==> src/rtl/branch_predict_ctrl_pkg.sv <==
// Shared definitions for the branch predictor / redirect sequencer: PC-source
// codes, redirect-target selects, counter reset value and FSM states.
package branch_pkg;

   localparam logic [1:0] PCSRC_SEQ  = 2'b00;
   localparam logic [1:0] PCSRC_TGT  = 2'b01;
   localparam logic [1:0] PCSRC_JALR = 2'b10;

   localparam logic [1:0] SEL_RECOVER = 2'b00;
   localparam logic [1:0] SEL_PRED    = 2'b01;
   localparam logic [1:0] SEL_EXEC    = 2'b10;
   localparam logic [1:0] SEL_JALR    = 2'b11;

   localparam logic [1:0] CNT_RESET = 2'b01;

   typedef enum logic {
      RUN     = 1'b0,
      RECOVER = 1'b1
   } state_e;

   typedef struct packed {
      logic       redirect;
      logic [1:0] sel;
      logic       flushD;
      logic       flushE;
   } redirect_t;

   localparam redirect_t NO_REDIRECT = '{redirect: 1'b0, sel: SEL_RECOVER, flushD: 1'b0, flushE: 1'b0};

endpackage

==> src/rtl/branch_predict_ctrl_if.sv <==
// Decode/Execute-side signal bundle between the pipeline datapath (master)
// and the branch predictor controller (slave).
interface branch_predict_ctrl_if #(
   parameter int XLEN = 32
);

   logic            stall_d;
   logic            is_branch_d;
   logic [XLEN-1:0] pc_d;
   logic            pred_taken_d;

   logic            branch_e;
   logic            pred_taken_e;
   logic [XLEN-1:0] pc_e;
   logic [1:0]      pc_src_e;

   logic            redirect;
   logic [1:0]      redirect_sel;
   logic            flush_d;
   logic            flush_e;

   modport master (
      output stall_d, is_branch_d, pc_d, branch_e, pred_taken_e, pc_e, pc_src_e,
      input  pred_taken_d, redirect, redirect_sel, flush_d, flush_e
   );

   modport slave (
      input  stall_d, is_branch_d, pc_d, branch_e, pred_taken_e, pc_e, pc_src_e,
      output pred_taken_d, redirect, redirect_sel, flush_d, flush_e
   );

endinterface

==> src/rtl/branch_predict_ctrl_sat.sv <==
// Next-state logic of a 2-bit saturating up/down counter.
module sat_counter2 (
   input  logic [1:0] cnt_i,
   input  logic       inc_i,
   output logic [1:0] cnt_o
);

   always_comb begin
      cnt_o = cnt_i;
      if (inc_i) begin
         if (cnt_i != 2'b11) cnt_o = cnt_i + 2'b01;
      end else begin
         if (cnt_i != 2'b00) cnt_o = cnt_i - 2'b01;
      end
   end

endmodule

==> src/rtl/branch_predict_ctrl.sv <==
// Bimodal branch predictor and PC-redirect/flush sequencer for the 5-stage pipe.
// Optional performance counters are built when BRANCH_PERF_EN is defined.
module branch_predict_ctrl
   import branch_pkg::*;
#(
   parameter int IDX_W = 4,
   parameter int XLEN  = 32
) (
   input  logic                 clk,
   input  logic                 rst_n,
   branch_predict_ctrl_if.slave bp
`ifdef BRANCH_PERF_EN
   ,
   output logic [31:0]          perf_branches,
   output logic [31:0]          perf_mispredicts
`endif
);

   localparam int ENTRIES = 2 ** IDX_W;

   logic [1:0]       counters_q [ENTRIES];
   state_e           state_q, state_d;

   logic [XLEN-1:0]  pcD, pcE;
   logic [IDX_W-1:0] idxD, idxE;
   logic             predD;
   logic             mispredictTaken, mispredictNt;
   logic             jumpTgt, jumpJalr;
   logic             eRedirect, dRedirect;
   logic             trainEn, trainInc;
   logic [1:0]       trainNext;
   redirect_t        resp;
   logic             unusedPcBits;

   assign pcD  = bp.pc_d;
   assign pcE  = bp.pc_e;
   assign idxD = pcD[IDX_W+1:2];
   assign idxE = pcE[IDX_W+1:2];
   assign unusedPcBits = ^{pcD[XLEN-1:IDX_W+2], pcD[1:0], pcE[XLEN-1:IDX_W+2], pcE[1:0]};

   assign predD = bp.is_branch_d & counters_q[idxD][1];

   assign mispredictTaken = bp.branch_e & (bp.pc_src_e == PCSRC_TGT) & ~bp.pred_taken_e;
   assign mispredictNt    = bp.branch_e & (bp.pc_src_e == PCSRC_SEQ) &  bp.pred_taken_e;
   assign jumpTgt         = ~bp.branch_e & (bp.pc_src_e == PCSRC_TGT);
   assign jumpJalr        = ~bp.branch_e & (bp.pc_src_e == PCSRC_JALR);
   assign eRedirect       = mispredictTaken | mispredictNt | jumpTgt | jumpJalr;

   // The RECOVER cycle holds the flushed bubble, so neither redirect nor train from it.
   assign dRedirect = ~eRedirect & (state_q == RUN) & predD & ~bp.stall_d;
   assign trainEn   = bp.branch_e & (state_q == RUN);
   assign trainInc  = (bp.pc_src_e == PCSRC_TGT);

   sat_counter2 u_train_cnt (
      .cnt_i (counters_q[idxE]),
      .inc_i (trainInc),
      .cnt_o (trainNext)
   );

   always_comb begin
      resp = NO_REDIRECT;
      if (!rst_n) begin
         resp = NO_REDIRECT;
      end else if (mispredictTaken || jumpTgt) begin
         resp = '{redirect: 1'b1, sel: SEL_EXEC, flushD: 1'b1, flushE: 1'b1};
      end else if (mispredictNt) begin
         resp = '{redirect: 1'b1, sel: SEL_RECOVER, flushD: 1'b1, flushE: 1'b1};
      end else if (jumpJalr) begin
         resp = '{redirect: 1'b1, sel: SEL_JALR, flushD: 1'b1, flushE: 1'b1};
      end else if (dRedirect) begin
         resp = '{redirect: 1'b1, sel: SEL_PRED, flushD: 1'b1, flushE: 1'b0};
      end
   end

   assign bp.pred_taken_d = rst_n & predD;
   assign bp.redirect     = resp.redirect;
   assign bp.redirect_sel = resp.sel;
   assign bp.flush_d      = resp.flushD;
   assign bp.flush_e      = resp.flushE;

   always_comb begin
      state_d = RUN;
      if (eRedirect) state_d = RECOVER;
   end

   always_ff @(posedge clk) begin
      if (!rst_n) begin
         for (int i = 0; i < ENTRIES; i++) counters_q[i] <= CNT_RESET;
         state_q <= RUN;
      end else begin
         state_q <= state_d;
         if (trainEn) counters_q[idxE] <= trainNext;
      end
   end

`ifdef BRANCH_PERF_EN
   logic [31:0] perf_branches_q, perf_mispredicts_q;

   always_ff @(posedge clk) begin
      if (!rst_n) begin
         perf_branches_q    <= '0;
         perf_mispredicts_q <= '0;
      end else begin
         if (trainEn) perf_branches_q <= perf_branches_q + 32'd1;
         if (mispredictTaken || mispredictNt) perf_mispredicts_q <= perf_mispredicts_q + 32'd1;
      end
   end

   assign perf_branches    = perf_branches_q;
   assign perf_mispredicts = perf_mispredicts_q;
`endif

endmodule

==> src/flat_wrapper.sv <==
// flat-port wrapper written by rule: the top's interface ports become plain ports
module branch_predict_ctrl_flat import branch_pkg::*;
#(
   parameter int IDX_W = 4,
   parameter int XLEN  = 32
)
  (clk, rst_n, bp_stall_d, bp_is_branch_d, bp_pc_d, bp_branch_e, bp_pred_taken_e, bp_pc_e, bp_pc_src_e, bp_pred_taken_d, bp_redirect, bp_redirect_sel, bp_flush_d, bp_flush_e);
  branch_predict_ctrl_if #(.XLEN(XLEN)) bp_i ();
  input  logic clk;
  input  logic rst_n;
  input wire logic [$bits(bp_i.stall_d)-1:0] bp_stall_d;
  input wire logic [$bits(bp_i.is_branch_d)-1:0] bp_is_branch_d;
  input wire logic [$bits(bp_i.pc_d)-1:0] bp_pc_d;
  input wire logic [$bits(bp_i.branch_e)-1:0] bp_branch_e;
  input wire logic [$bits(bp_i.pred_taken_e)-1:0] bp_pred_taken_e;
  input wire logic [$bits(bp_i.pc_e)-1:0] bp_pc_e;
  input wire logic [$bits(bp_i.pc_src_e)-1:0] bp_pc_src_e;
  output wire logic [$bits(bp_i.pred_taken_d)-1:0] bp_pred_taken_d;
  output wire logic [$bits(bp_i.redirect)-1:0] bp_redirect;
  output wire logic [$bits(bp_i.redirect_sel)-1:0] bp_redirect_sel;
  output wire logic [$bits(bp_i.flush_d)-1:0] bp_flush_d;
  output wire logic [$bits(bp_i.flush_e)-1:0] bp_flush_e;
  assign bp_i.stall_d = bp_stall_d;
  assign bp_i.is_branch_d = bp_is_branch_d;
  assign bp_i.pc_d = bp_pc_d;
  assign bp_i.branch_e = bp_branch_e;
  assign bp_i.pred_taken_e = bp_pred_taken_e;
  assign bp_i.pc_e = bp_pc_e;
  assign bp_i.pc_src_e = bp_pc_src_e;
  assign bp_pred_taken_d = bp_i.pred_taken_d;
  assign bp_redirect = bp_i.redirect;
  assign bp_redirect_sel = bp_i.redirect_sel;
  assign bp_flush_d = bp_i.flush_d;
  assign bp_flush_e = bp_i.flush_e;
  branch_predict_ctrl #(.IDX_W(IDX_W), .XLEN(XLEN)) u_core (.clk(clk), .rst_n(rst_n), .bp(bp_i));
endmodule
==> config.mk <==
export PLATFORM = sky130hd
export DESIGN_NAME = branch_predict_ctrl_flat
export DESIGN_NICKNAME = d
export VERILOG_FILES = /design/src/rtl/branch_predict_ctrl_pkg.sv /design/src/rtl/branch_predict_ctrl_if.sv /design/src/rtl/branch_predict_ctrl_sat.sv /design/src/rtl/branch_predict_ctrl.sv /design/src/flat_wrapper.sv
export SDC_FILE = /design/constraint.sdc
export NUM_CORES = 1
export LEC_CHECK = 0
export ABC_AREA = 1
export BUFFER_PORTS_ARGS = -buffer_cell sky130_fd_sc_hd__buf_2
export CAP_MARGIN = 20
export CORE_MARGIN = 2
export CORE_UTILIZATION = 35
export DETAILED_ROUTE_END_ITERATION = 16
export GPL_ROUTABILITY_DRIVEN = 0
export PLACE_DENSITY = 0.65
export SYNTH_ARGS = -nofsm -noshare
export SYNTH_HDL_FRONTEND = slang
export SYNTH_SLANG_ARGS = --single-unit
==> constraint.sdc <==
create_clock -name clk -period 2.3 [get_ports clk]
set_clock_uncertainty 0.2 [all_clocks]
set_input_delay 0.46 -clock clk [delete_from_list [all_inputs] [get_ports clk]]
set_output_delay 0.46 -clock clk [all_outputs]
set_load 0.01 [all_outputs]
==> impl_metrics.csv, run 1 <==
group,metric,value,unit
worst_setup_path,crit_fanout,12,
min_path,hold_depth,6,
clock_network,postCtsSetupBuffers,0,
clock_network,root_buffer,"clkbuf_8",
clock_network,cts_resized,0,
logic_synthesis,synth.cell_area,2060,um^2
worst_setup_path,cp_data_required_time,1.64,ns
finish,utilization,0.427,
pwr,power.density,554,nW/um^2
die,rows,27,
worst_setup_path,crit_start,"bp_pc_d[2]",
sta,period_share,0.948,
sta,setup_viol,0,
logic_synthesis,synth-warning-count,0,
die,pin_count,78,
sta,tightest_slew,0.319,ns
logic_synthesis,ys_seq_elements,33,
route,final_antenna_net_count,0,
die,die_area,6530,um^2
worst_setup_path,r2r_start,"u_core.counters_q[8][1]",
clock_network,clock_sinks,33,
worst_setup_path,max_stage_delay,0.18,ns
die,start_util,0.368,
route,firstDrtPassIters,4,
finish,syn_to_final_growth,16.1,%
route,vias,1816,
sta,relSlewSlack,0.787,
finish,antenna_cells,0,
route,detail_route.wl_per_cell,12.7,um
logic_synthesis,syn_area_per_cell,7.37,um^2
clock_network,cts_tree,"yes",
worst_setup_path,regToRegSetupSlack,0.40,ns
pwr,peakVddDrop,0.235,mV
clock_network,holdBufCountCts,0,
worst_setup_path,end_kind,"output pin",
grt,grt_first_pass_wirelength,7.69,mm
logic_synthesis,syn-instance-count,280,
sta,layout_setup_ws,0.120,ns
die,chipHeight,80.8,um
placement,pre_cts_ws,0.0187,ns
route,wl,4.84,mm
sta,hold_violations,0,
min_path,min_from,"bp_pc_src_e[0]",
finish,layout-drive-gt1-share,0.203,
logic_synthesis,synth-seq-area-share,0.475,
die,core-area,5610,um^2
route,via_per_inst,4.75,
logic_synthesis,ys_types,22,
placement,numPortBuffers,21,
grt,grt_overflow,0,
die,fp.dieW,80.8,um
logic_synthesis,syn_nets,352,
worst_setup_path,cp_slowest_cell,"clkbuf_4",
grt,grt_usage,0.158,
grt,grt_pass1_vias,1660,
sta,max_freq,459,MHz
worst_setup_path,cp.arrival,1.52,ns
worst_setup_path,path_cells,"clkbuf_4 -> inv_4 -> nand2_1 -> nand2_1 -> nand2_1 -> nand3_1 -> nand3_1 -> nand2_2 -> nand3_2 -> o21ai_2 -> buf_2",
worst_setup_path,cp-start-kind,"input pin",
grt,antenna_found_initial,0,
min_path,min_to,"u_core.state_q",
worst_setup_path,reg2reg_depth,11,
sta,fin_hold_ws,0.493,ns
outcome,status,"finished, final reports clean",
clock_network,clk_latency,0.28,ns
pwr,p_leak,1.01,nW
worst_setup_path,r2r_end,"u_core.counters_q[2][0]",
worst_setup_path,crit_type,"in -> out",
min_path,hold_class,"in -> reg",
finish,nets,381,
finish,num-fill-cells,577,
finish,seqCellArea,981,um^2
sta,slew_violations,0,
finish,multi_input_area,880,um^2
route,drc,0,
clock_network,clk_pin_slew_worst_paths,0.07,ns
run,drv_cap,0,
clock_network,htreeDepth,2,
clock_network,clk_path_buf_depth,2,
worst_setup_path,critPathMostFrequentCell,"nand2_1",
route,dr.first_iter.drc_count,124,
clock_network,cts_buffers,5,
placement,dp_hpwl,3.57,mm
grt,grt_max_degree,18,
sta,period_minus_slack,2.18,ns
-- power by group --
part / total [mW] / internal [mW] / switching (mW) / leakage, nW
combinational: 0.229 / 0.0788 / 0.150 / 0.674
sequential: 0.687 / 0.676 / 0.0110 / 0.296
clock: 0.411 / 0.203 / 0.207 / 0.0430
total: 1.33 / 0.958 / 0.368 / 1.01
-- metrics by stage --
step / power [mW] / setup TNS, ns / std cells / cell area [um^2]
2_1_floorplan: 0.846 / 0 / 280 / 2060
3_3_place_gp: 0.920 / 0 / 374 / 2290
3_5_place_dp: 0.922 / 0 / 374 / 2290
4_1_cts: 1.33 / 0 / 382 / 2370
5_1_grt: 1.38 / -0.0232 / 382 / 2400
6_report: 1.33 / 0 / 382 / 2400
-- cells in the mapped netlist, drive strengths merged --
master,number,share of area
nand2,103,0.19
inv,41,0.075
o21ai,10,0.032
nor3,2,0.0048
edfxtp,32,0.47
clkbuf,2,0.0036
a21oi,2,0.0048
nand4,4,0.012
buf,7,0.028
nor4,1,0.0030
nand3,31,0.075
dfxtp,1,0.0097
nor2,44,0.093
-- routing by layer --
layer	GRT usage	vias to the layer above	routed length (um)
met5	0	-	0
met1	0.199	807	2150
met2	0.270	58	2320
met4	0.0610	0	76
met3	0.0289	7	291
li1	-	944	-
-- state kept, by name (all words and copies together) (netlist names) --
register,flops
u_core.state_q,1
u_core.counters_q,32
-- critical path, delay by kind of cell --
family / cells / cell delay [ns]
AND/OR/NAND/NOR: 7 / 0.50
buffers and inverters: 3 / 0.42
AO/OA/AOI/OAI: 1 / 0.15
-- how the worst max path moves through the flow --
stage,slack [ns],endpoint
final,0.12,bp_redirect
after floorplan,0.06,bp_redirect
after detailed placement,0.02,bp_flush_d
after global placement,0.01,bp_flush_d
after global routing,-0.01,bp_flush_d
after CTS,0.01,bp_flush_d
-- cells in the final DEF, fill, tap and decap left out, types with 4 or more instances in the layout --
| master | count |
|---|---|
| clkbuf_8 | 5 |
| nand3_1 | 30 |
| nor2_2 | 11 |
| nor2_1 | 33 |
| nand4_1 | 4 |
| buf_4 | 8 |
| inv_1 | 35 |
| buf_2 | 20 |
| inv_2 | 5 |
| nand2_1 | 99 |
| edfxtp_1 | 32 |
| o21ai_1 | 4 |
-- cells by family after synthesis --
family                 synth area share
AO/OA/AOI/OAI                    0.0364
buffers and inverters             0.107
flip-flops                        0.475
AND/OR/NAND/NOR                   0.382
-- cell type report --
type	instances	area share
Sequential cell	33	0.409
Multi-Input combinational cell	197	0.367
Timing Repair Buffer	31	0.0867
Inverter	41	0.0653
Tap cell	72	0.0376
Clock buffer	5	0.0287
Clock inverter	3	0.00522
Note: power is estimated with default switching activity, not from simulation.
==> run 2: changes to the inputs <==
BUFFER_PORTS_ARGS = -buffer_cell sky130_fd_sc_hd__buf_4   (was -buffer_cell sky130_fd_sc_hd__buf_2)
==> run 2 against run 1 <==
Combinational power rose by 6%. Register-to-register slack improved by 0.05 ns. Via count rose by 2.4%. Critical endpoint unchanged. Largest cell class unchanged. Largest power group unchanged. Highest routed layer unchanged.
==> impl_metrics.csv, run 2 (same netlist as run 1, synthesis figures left out) <==
group,metric,value,unit
worst_setup_path,r2r_end,"u_core.counters_q[0][1]",
worst_setup_path,cp-endpoint,"bp_redirect",
grt,grt_max_degree,18,
pwr,power.density,541,nW/um^2
route,via_per_inst,4.86,
die,core-area,5610,um^2
route,drc,0,
sta,period_minus_slack,2.21,ns
finish,reg.largest.list,"u_core.counters_q x32, u_core.state_q x1",
clock_network,clk_path_buf_depth,2,
finish,syn_to_final_growth,19.3,%
grt,grt_first_pass_wirelength,8.16,mm
worst_setup_path,crit_type,"reg -> out",
worst_setup_path,reg2reg_depth,10,
route,wl,5.03,mm
placement,placed_cells,376,
grt,grt_overflow,0,
sta,hold_violations,0,
finish,num-fill-cells,589,
pwr,peakVddDrop,0.202,mV
worst_setup_path,crit_fanout,2,
sta,tightest_slew,0.279,ns
finish,largest_reg_flops,32,
die,rows,27,
worst_setup_path,cp_data_required_time,1.64,ns
worst_setup_path,r2r_start,"u_core.counters_q[8][1]",
route,firstDrtPassIters,4,
die,fp.dieW,80.8,um
pwr,p_leak,1.03,nW
grt,grt_pass1_vias,1763,
worst_setup_path,regToRegSetupSlack,0.45,ns
finish,top_register,"u_core.counters_q",
placement,numPortBuffers,21,
die,pin_count,78,
sta,relSlewSlack,0.814,
sta,setup_tns,0,ns
min_path,hold_class,"in -> reg",
sta,setup_viol,0,
sta,period_share,0.961,
grt,antenna_found_initial,0,
clock_network,cts_tree,"yes",
sta,max_freq,452,MHz
finish,final_cells,383,
clock_network,clk_latency,0.28,ns
route,final_antenna_net_count,0,
finish,layout_common_cells,"nand2_1, inv_1, nor2_1, edfxtp_1, buf_4",
finish,mostFrequentLayoutCell,"nand2_1",
clock_network,clock_sinks,33,
worst_setup_path,cp.arrival,1.55,ns
worst_setup_path,end_kind,"output pin",
worst_setup_path,crit_start,"u_core.counters_q[8][1]",
sta,slew_violations,0,
finish,layout-drive-gt1-share,0.206,
run,drv_cap,0,
clock_network,root_buffer,"clkbuf_8",
grt,grt_usage,0.168,
clock_network,clk_pin_slew_worst_paths,0.06,ns
worst_setup_path,cp-start-kind,"flop",
finish,antenna_cells,0,
route,dr.first_iter.drc_count,195,
clock_network,postCtsSetupBuffers,0,
route,detail_route.wl_per_cell,13.1,um
die,start_util,0.368,
clock_network,cts_buffers,5,
finish,nets,383,
outcome,status,"finished, final reports clean",
placement,dp_hpwl,3.68,mm
die,chipHeight,80.8,um
die,die_area,6530,um^2
route,vias,1860,
clock_network,htreeDepth,2,
pwr,power.total,1.33,mW
sta,rsz0062_at_grt,"yes",
[run 2: how the worst min path moves through the flow]
| stage | from | to | slack [ns] | cells after the start |
|---|---|---|---|---|
| floorplan | u_core.state_q | u_core.counters_q[14][0] | 0.48 | 4 |
| global placement | u_core.state_q | u_core.counters_q[14][0] | 0.57 | 4 |
| detailed placement | u_core.state_q | u_core.counters_q[14][0] | 0.56 | 4 |
| CTS | bp_pc_src_e[1] | u_core.state_q | 0.45 | 6 |
| global route | rst_n | u_core.counters_q[6][0] | 0.54 | 3 |
| finish | bp_pc_src_e[1] | u_core.state_q | 0.49 | 6 |
[run 2: layer usage]
metal  up-vias  wire [um]  global-route usage
li1        943          -                   -
met1       850       2220               0.214
met2        62       2460               0.282
met3         5        295              0.0378
met4         0         51              0.0559
met5         -          0                   0
[run 2: through the flow]
stage	setup WS, ns	cell area, um^2	hold slack (ns)	util
final	0.0900	2460	0.488	0.439
after global routing	-0.0442	2460	0.539	0.439
after CTS	0.00377	2440	0.446	0.435
after detailed placement	0.00841	2360	0.562	0.421
after floorplan	0.0628	2060	0.484	-
after global placement	0.0108	2360	0.567	0.421
[run 2: critical path, cell delays in order, from the launching register on]
cell	delay, ns
edfxtp_1	0.39
nor2_1	0.06
nor2_1	0.09
o21ai_1	0.07
nand3_1	0.11
nand3_2	0.07
nand2_2	0.09
nand3_2	0.09
o21ai_2	0.16
buf_4	0.14
[run 2: layout make-up]
| cell class | instances | area, um^2 | area share |
|---|---|---|---|
| Clock inverter | 1 | 3.75 | 0.00152 |
| Sequential cell | 33 | 981 | 0.398 |
| Clock buffer | 6 | 72.6 | 0.0295 |
| Multi-Input combinational cell | 197 | 888 | 0.361 |
| Timing Repair Buffer | 33 | 273 | 0.111 |
| Inverter | 41 | 154 | 0.0625 |
| Tap cell | 72 | 90.1 | 0.0366 |
[run 2: power breakdown]
| part | internal [mW] | total [mW] | switching [mW] |
|---|---|---|---|
| combinational | 0.0891 | 0.242 | 0.153 |
| sequential | 0.676 | 0.686 | 0.0101 |
| clock | 0.204 | 0.404 | 0.200 |
[run 2: repair_timing]
item	CTS	global route
setup endpoints to repair	0	3
hold buffers	0	0
resized for setup	0	11
